==> src/rtl/channel_accum_relu_if.sv <==
// Bus between the adder-tree output and the channel accumulator.
// The master drives partial sums and bias. The slave returns the activation
// and the flow-control flags.
interface channel_accum_relu_if #(
    parameter int IN_W   = 22,
    parameter int BIAS_W = 16,
    parameter int OUT_W  = 8
) ();
    logic              enable;
    logic [IN_W-1:0]   input1;
    logic [BIAS_W-1:0] bias;
    logic              ready;
    logic [OUT_W-1:0]  output1;
    logic              done;
    logic              drop;

    modport master (
        output enable, input1, bias,
        input  ready, output1, done, drop
    );

    modport slave (
        input  enable, input1, bias,
        output ready, output1, done, drop
    );
endinterface

==> src/rtl/channel_accum_relu.sv <==
// Channel accumulator with bias, ReLU, round-half-up shift and unsigned saturation.
// It sums NUM_CH signed partial sums and adds the per-filter bias.
// It then emits one OUT_W-bit activation with a single-cycle done pulse.
module channel_accum_relu #(
    parameter int IN_W   = 22,
    parameter int NUM_CH = 4,
    parameter int ACC_W  = 26,
    parameter int BIAS_W = 16,
    parameter int SHIFT  = 8,
    parameter int OUT_W  = 8
) (
    input logic                 clk,
    input logic                 rst,
    channel_accum_relu_if.slave bus
);
    localparam int CNT_W = (NUM_CH > 1) ? $clog2(NUM_CH) : 1;
    localparam int SUM_W = ACC_W + 1;
    localparam int RND_W = ACC_W + 2;

    typedef enum logic [1:0] {
        ST_ACC  = 2'd0,
        ST_BIAS = 2'd1,
        ST_ACT  = 2'd2
    } state_t;

    state_t                   state_q, state_d;
    logic signed [ACC_W-1:0]  acc_q, acc_d;
    logic [CNT_W-1:0]         cnt_q, cnt_d;
    logic signed [SUM_W-1:0]  sum_q, sum_d;
    logic [OUT_W-1:0]         out_q, out_d;
    logic                     done_q, done_d;
    logic                     drop_q, drop_d;

    logic                     ready;
    logic signed [IN_W-1:0]   in_s;
    logic signed [BIAS_W-1:0] bias_s;
    logic signed [ACC_W-1:0]  in_ext;
    logic [RND_W-1:0]         rnd;
    logic [RND_W-1:0]         shifted;
    logic [OUT_W-1:0]         q_val;

    assign ready  = (state_q == ST_ACC);
    assign in_s   = bus.input1;
    assign bias_s = bus.bias;
    assign in_ext = ACC_W'(in_s);

    // The activation function of sum_q.
    // The rounding add uses one spare bit so that it cannot overflow.
    // Negative sums clamp to 0. Large results saturate to the all-ones code.
    always_comb begin
        rnd     = {1'b0, sum_q} + RND_W'(2 ** (SHIFT - 1));
        shifted = rnd >> SHIFT;
        if (sum_q[SUM_W-1]) begin
            q_val = '0;
        end else if (shifted > RND_W'(2 ** OUT_W - 1)) begin
            q_val = '1;
        end else begin
            q_val = shifted[OUT_W-1:0];
        end
    end

    // Next-state and datapath logic for the ACC -> BIAS -> ACT window sequence.
    always_comb begin
        // NOTE: every variable gets a default before the case. Without it, any path
        // that skips an assignment would infer a latch.
        state_d = state_q;
        acc_d   = acc_q;
        cnt_d   = cnt_q;
        sum_d   = sum_q;
        out_d   = out_q;
        done_d  = 1'b0;
        drop_d  = drop_q | (bus.enable & ~ready);

        case (state_q)
            ST_ACC: begin
                if (bus.enable) begin
                    acc_d = acc_q + in_ext;
                    cnt_d = cnt_q + CNT_W'(1);
                    if (cnt_q == CNT_W'(NUM_CH - 1)) begin
                        state_d = ST_BIAS;
                    end
                end
            end
            ST_BIAS: begin
                sum_d   = SUM_W'(acc_q) + SUM_W'(bias_s);
                state_d = ST_ACT;
            end
            ST_ACT: begin
                out_d   = q_val;
                done_d  = 1'b1;
                acc_d   = '0;
                cnt_d   = '0;
                state_d = ST_ACC;
            end
            default: begin
                state_d = ST_ACC;
            end
        endcase
    end

    // State register with synchronous reset. Reset discards any partial window.
    always_ff @(posedge clk) begin
        // NOTE: registers use non-blocking assignments. All of them then update
        // together from values sampled before the edge, regardless of statement order.
        if (rst) begin
            state_q <= ST_ACC;
            acc_q   <= '0;
            cnt_q   <= '0;
            sum_q   <= '0;
            out_q   <= '0;
            done_q  <= 1'b0;
            drop_q  <= 1'b0;
        end else begin
            state_q <= state_d;
            acc_q   <= acc_d;
            cnt_q   <= cnt_d;
            sum_q   <= sum_d;
            out_q   <= out_d;
            done_q  <= done_d;
            drop_q  <= drop_d;
        end
    end

    assign bus.ready   = ready;
    assign bus.output1 = out_q;
    assign bus.done    = done_q;
    assign bus.drop    = drop_q;

endmodule
==> src/flat_wrapper.sv <==
// flat-port wrapper written by rule: the top's interface ports become plain ports
module channel_accum_relu_flat 
#(
    parameter int IN_W   = 22,
    parameter int NUM_CH = 4,
    parameter int ACC_W  = 26,
    parameter int BIAS_W = 16,
    parameter int SHIFT  = 8,
    parameter int OUT_W  = 8
)
  (clk, rst, bus_enable, bus_input1, bus_bias, bus_ready, bus_output1, bus_done, bus_drop);
  channel_accum_relu_if #(.IN_W(IN_W), .BIAS_W(BIAS_W), .OUT_W(OUT_W)) bus_i ();
  input logic clk;
  input logic rst;
  input wire logic [$bits(bus_i.enable)-1:0] bus_enable;
  input wire logic [$bits(bus_i.input1)-1:0] bus_input1;
  input wire logic [$bits(bus_i.bias)-1:0] bus_bias;
  output wire logic [$bits(bus_i.ready)-1:0] bus_ready;
  output wire logic [$bits(bus_i.output1)-1:0] bus_output1;
  output wire logic [$bits(bus_i.done)-1:0] bus_done;
  output wire logic [$bits(bus_i.drop)-1:0] bus_drop;
  assign bus_i.enable = bus_enable;
  assign bus_i.input1 = bus_input1;
  assign bus_i.bias = bus_bias;
  assign bus_ready = bus_i.ready;
  assign bus_output1 = bus_i.output1;
  assign bus_done = bus_i.done;
  assign bus_drop = bus_i.drop;
  channel_accum_relu #(.IN_W(IN_W), .NUM_CH(NUM_CH), .ACC_W(ACC_W), .BIAS_W(BIAS_W), .SHIFT(SHIFT), .OUT_W(OUT_W)) u_core (.clk(clk), .rst(rst), .bus(bus_i));
endmodule
==> config.mk <==
export PLATFORM = sky130hd
export DESIGN_NAME = channel_accum_relu_flat
export DESIGN_NICKNAME = d
export VERILOG_FILES = /design/src/rtl/channel_accum_relu_if.sv /design/src/rtl/channel_accum_relu.sv /design/src/flat_wrapper.sv
export SDC_FILE = /design/constraint.sdc
export NUM_CORES = 1
export LEC_CHECK = 0
export BUFFER_PORTS_ARGS = -buffer_cell sky130_fd_sc_hd__buf_2
export CAP_MARGIN = 5
export CORE_MARGIN = 2
export CORE_UTILIZATION = 50
export DETAILED_ROUTE_END_ITERATION = 6
export GPL_TIMING_DRIVEN = 0
export PLACE_DENSITY = 0.76
export SETUP_SLACK_MARGIN = 0.02
export SYNTH_ARGS = -nofsm -noshare
export SYNTH_HDL_FRONTEND = slang
export SYNTH_SLANG_ARGS = --single-unit
==> constraint.sdc <==
create_clock -name clk -period 3.9 [get_ports clk]
set_input_delay 0.585 -clock clk [delete_from_list [all_inputs] [get_ports clk]]
set_output_delay 0.585 -clock clk [all_outputs]
set_load 0.01 [all_outputs]
==> impl_summary.log <==
INFO  metric post_synth_edffs = 0
INFO  metric n_antenna_cell = 0
INFO  metric post-synth-top-area-cell = dfxtp_1
INFO  metric cp_max_fo = 4
INFO  metric multiInputGateArea = ~3500 sq um
INFO  metric fp-row-count = 35
INFO  metric synth_top_flop_cell = dfxtp_1
INFO  metric fin_nets = 771
INFO  metric grt_pass1_wl = 20.96 mm
INFO  metric final_core_utilization = 57.92%
INFO  metric syn-num-nets = 709
INFO  metric cts-root-to-sink-buffers = 2
INFO  metric sw_frac_of_total = 39.16%
INFO  metric core_region = about 9300 sq um
INFO  metric cellLeakagePower = 2.434 nW
INFO  metric crit_path_frequent_cell = a21oi_1
INFO  metric clkPwrFrac = 25.5%
INFO  metric async_flop_share = 0%
INFO  metric post_synth_instance_area = 4785 sq um
INFO  metric dr.pass1.iters = 5
INFO  metric routed_wl = 12.59 mm
INFO  metric required = 4130 ps
INFO  metric netlist_instances = 614
INFO  metric timing.final.crit_share = 70.19%
INFO  metric post_route_cells_drive_above_1_share = 11.89%
INFO  metric detail_route.wl_per_cell = 15.54 microns
INFO  metric tns = 0 ps
INFO  metric worst_hold_path_type = register to register
INFO  metric final_common_cell = nand2_1
INFO  metric timing.critical_path.slowest_stage_cell = a221o_1
INFO  metric synth_top_area_share = between 20% and 30%
INFO  metric timing_worst_setup_path_type = register to register
INFO  metric maxCapViolCount = 0
INFO  metric cts_tree = yes
INFO  metric setup_skew = 10.53 ps
INFO  metric fp.dieH = a little over 100 microns
INFO  metric clkLatencyLatePin = 350 ps
INFO  metric portion_of_the_post_synthesis_area_used_by_sequential_elements = 25.10%
INFO  metric die_x = 101.8 microns
INFO  metric sequentialPowerShare = about 35%
INFO  metric setup_repair_after_global_routing_missed_its_margin = false
INFO  metric crit_family = compound AO/OA/AOI/OAI gates
INFO  metric finalHoldViolCount = 0
INFO  metric critical_path_arrival = 2970 ps
INFO  metric seqCellArea = between 1000 and 1500 sq um
INFO  metric vdd_drop_max = 179.4 uV
INFO  metric cts-htree-levels = 3
INFO  metric power_per_cell_area = ~380 nW/um^2
INFO  metric route.met3.wl = 818 microns
INFO  metric dp_hpwl = 9.703 mm
INFO  metric post-cts-setup-buffers = 0
INFO  metric place_congestion = 0.8877
INFO  metric io_pins = 52
INFO  metric post-route-worst-setup-slack = 1163 ps
INFO  metric final_cell_mix = 77 x nand2_1, 60 x dfxtp_1, 59 x a21oi_1
INFO  metric grt_max_degree = 13
INFO  metric clock.fmax = 365.3 MHz
INFO  metric ys.warnings.count = 0
INFO  metric cts_sink_count = 60
INFO  metric grt_pass1_vias = between 4000 and 5000
INFO  metric critPathBufInv = 0
INFO  metric grt_antenna_before_repair = 0
INFO  metric slew-limit-headroom = 55.45%
INFO  metric layout.cells.non_filler = a little over 800
INFO  metric post_cts_resized = 0
INFO  metric cts_hold_repair.buffers = 0
INFO  metric cp_cell_sequence = ha_1, a311oi_1, nor2_1, o21bai_1, a21oi_1, a221o_1, a21oi_1, nor4_1, a311o_1
INFO  metric layout_min_cycle_time = 2737 ps
INFO  metric critical_path.max_stage_delay = 450 ps
INFO  metric tritoncts.num_buffers = 9
INFO  metric globalRouteOverflowTotal = 0
INFO  metric detailedRoute.firstIterationViolations = 315
INFO  metric viasPerCell = 5.860
INFO  metric gr-usage-all-layers = 25.13%
INFO  metric outcome = finished clean
INFO  metric number_of_different_library_cells_in_the_post_synthesis_netlist = 62
INFO  metric route.top_layer_used = met4
INFO  metric synth-seq-cells = 60
INFO  metric worst_setup_hold_path_clk_slew = 80 ps
INFO  metric net_switching_component_of_the_power = slightly below 800 uW
INFO  metric detail-route-antenna-nets = 0
INFO  metric clockRootBuffer = clkbuf_8
INFO  metric end_kind = register
INFO  metric met1_wirelength = about 5.5 mm
INFO  metric avgSynthCellArea = 7.792 sq um
INFO  metric initial_utilization = 51.54%
INFO  metric layout_stage_area_growth_over_the_synthesis_result = 12.40%
INFO  metric dieArea = between 10000 and 15000 sq um
INFO  metric comb_power_share = 39.2%
INFO  metric buffer_ports.inserted = 51
INFO  metric dp_slack = 922.0 ps
INFO  metric total_drc_errors_in_the_routed_layout = 0
INFO  metric place.detailed.instances = 794
INFO  metric final.fill_count = 887
INFO  metric vias = 4747
INFO  metric met2WireLength = approximately 6.0 mm
INFO  metric measured_slew_at_the_worst_slew_check_pin = ~670 ps
INFO  metric endpoints_failing_setup = 0
INFO  metric internal-power = 1.231 mW
INFO  metric type_of_element_launching_the_critical_path = register
INFO  metric maxSlewViolCount = 0
INFO  metric post_synth_main_area_contributors = dfxtp_1 25%, ha_1 14%, a21oi_1 6.2%
cells in the mapped netlist, drive strengths merged (2+ instances only):
library cell	count
o31ai	6
and2	8
nand3	27
a311o	3
dfxtp	60
o21a	4
o2bb2ai	2
nor4	4
xor2	18
or3	7
o211ai	5
a211o	2
a32o	2
nand4	10
a31oi	8
and4	4
a21o	25
o21ai	42
xnor2	18
and3	16
a22oi	6
a21oi	60
or2	2
nand2b	6
a21boi	3
nor2b	7
buf	3
o21bai	5
nor4b	3
a32oi	2
inv	13
o2111ai	5
ha	53
nor3	12
a311oi	2
nor3b	2
nand2	77
a211oi	4
clkbuf	15
nor2	47
mux2i	4
state kept, by name (all words and copies together), names as in the netlist:
name and flops:
u_core.bus.drop 1, u_core.bus.output1 8, u_core.acc_q 26, u_core.cnt_q 2
u_core.bus.done 1, u_core.state_q 2, u_core.sum_q 20
routing by layer:
layer / global-route usage, % / vias to the layer above
li1: - / 2417
met2: 43.88 / 162
met3: 4.172 / 29
met5: 0 / -
met4: 7.897 / 0
met1: 31.69 / 2139
power by group through the flow:
stage	combinational [mW]	clock, mW	sequential [mW]
2_1_floorplan	0.614	0	0.706
3_3_place_gp	0.749	0	0.725
3_5_place_dp	0.774	0	0.728
4_1_cts	0.780	0.526	0.714
5_1_grt	0.889	0.551	0.721
6_report	0.793	0.515	0.716
metrics by stage:
stage / area [sq um] / total power, mW / hold slack, ps
3_3_place_gp: 5201 / 1.474 / 432.1
3_5_place_dp: 5201 / 1.502 / 435.3
5_1_grt: 5378 / 2.161 / 464.5
2_1_floorplan: 4785 / 1.320 / 454.1
4_1_cts: 5378 / 2.020 / 446.1
6_report: 5378 / 2.024 / 440.1
layout make-up:
class / count / share of cell area [%]
Sequential cell: 60 / 22.34
Multi-Input combinational cell: 523 / 64.45
Clock inverter: 7 / 0.9772
Inverter: 13 / 0.9074
Timing Repair Buffer: 51 / 4.746
Clock buffer: 9 / 2.303
Buffer: 18 / 1.280
Tap cell: 129 / 3.001
cells by family after synthesis:
kind of cell               synth area share [%]
xor gates and xnor gates                  6.590
adders and majority gates                 14.28
AOI/OAI and AO/OA                         26.02
muxes                                     1.072
DFF                                       25.10
and+or+nand+nor                           24.48
buffers and inverters                     2.458
worst paths after layout:
path	startpoint	to	slack (ps)	cells past startpoint
worst max register to register	u_core.acc_q[1]	u_core.sum_q[23]	1160	9
worst min-delay path	u_core.bus.output1[1]	u_core.bus.output1[1]	440	2
worst min register to register	u_core.bus.output1[1]	u_core.bus.output1[1]	440	2
worst max-delay path	u_core.acc_q[1]	u_core.sum_q[23]	1160	9
worst reg2reg max path, stage by stage (launching register included):
cell and delay [ps]:
dfxtp_1 400, ha_1 250, a311oi_1 280, nor2_1 120, o21bai_1 270, a21oi_1 160
a221o_1 450, a21oi_1 230, nor4_1 100, a311o_1 350
Note: power is estimated with default switching activity, not from simulation.
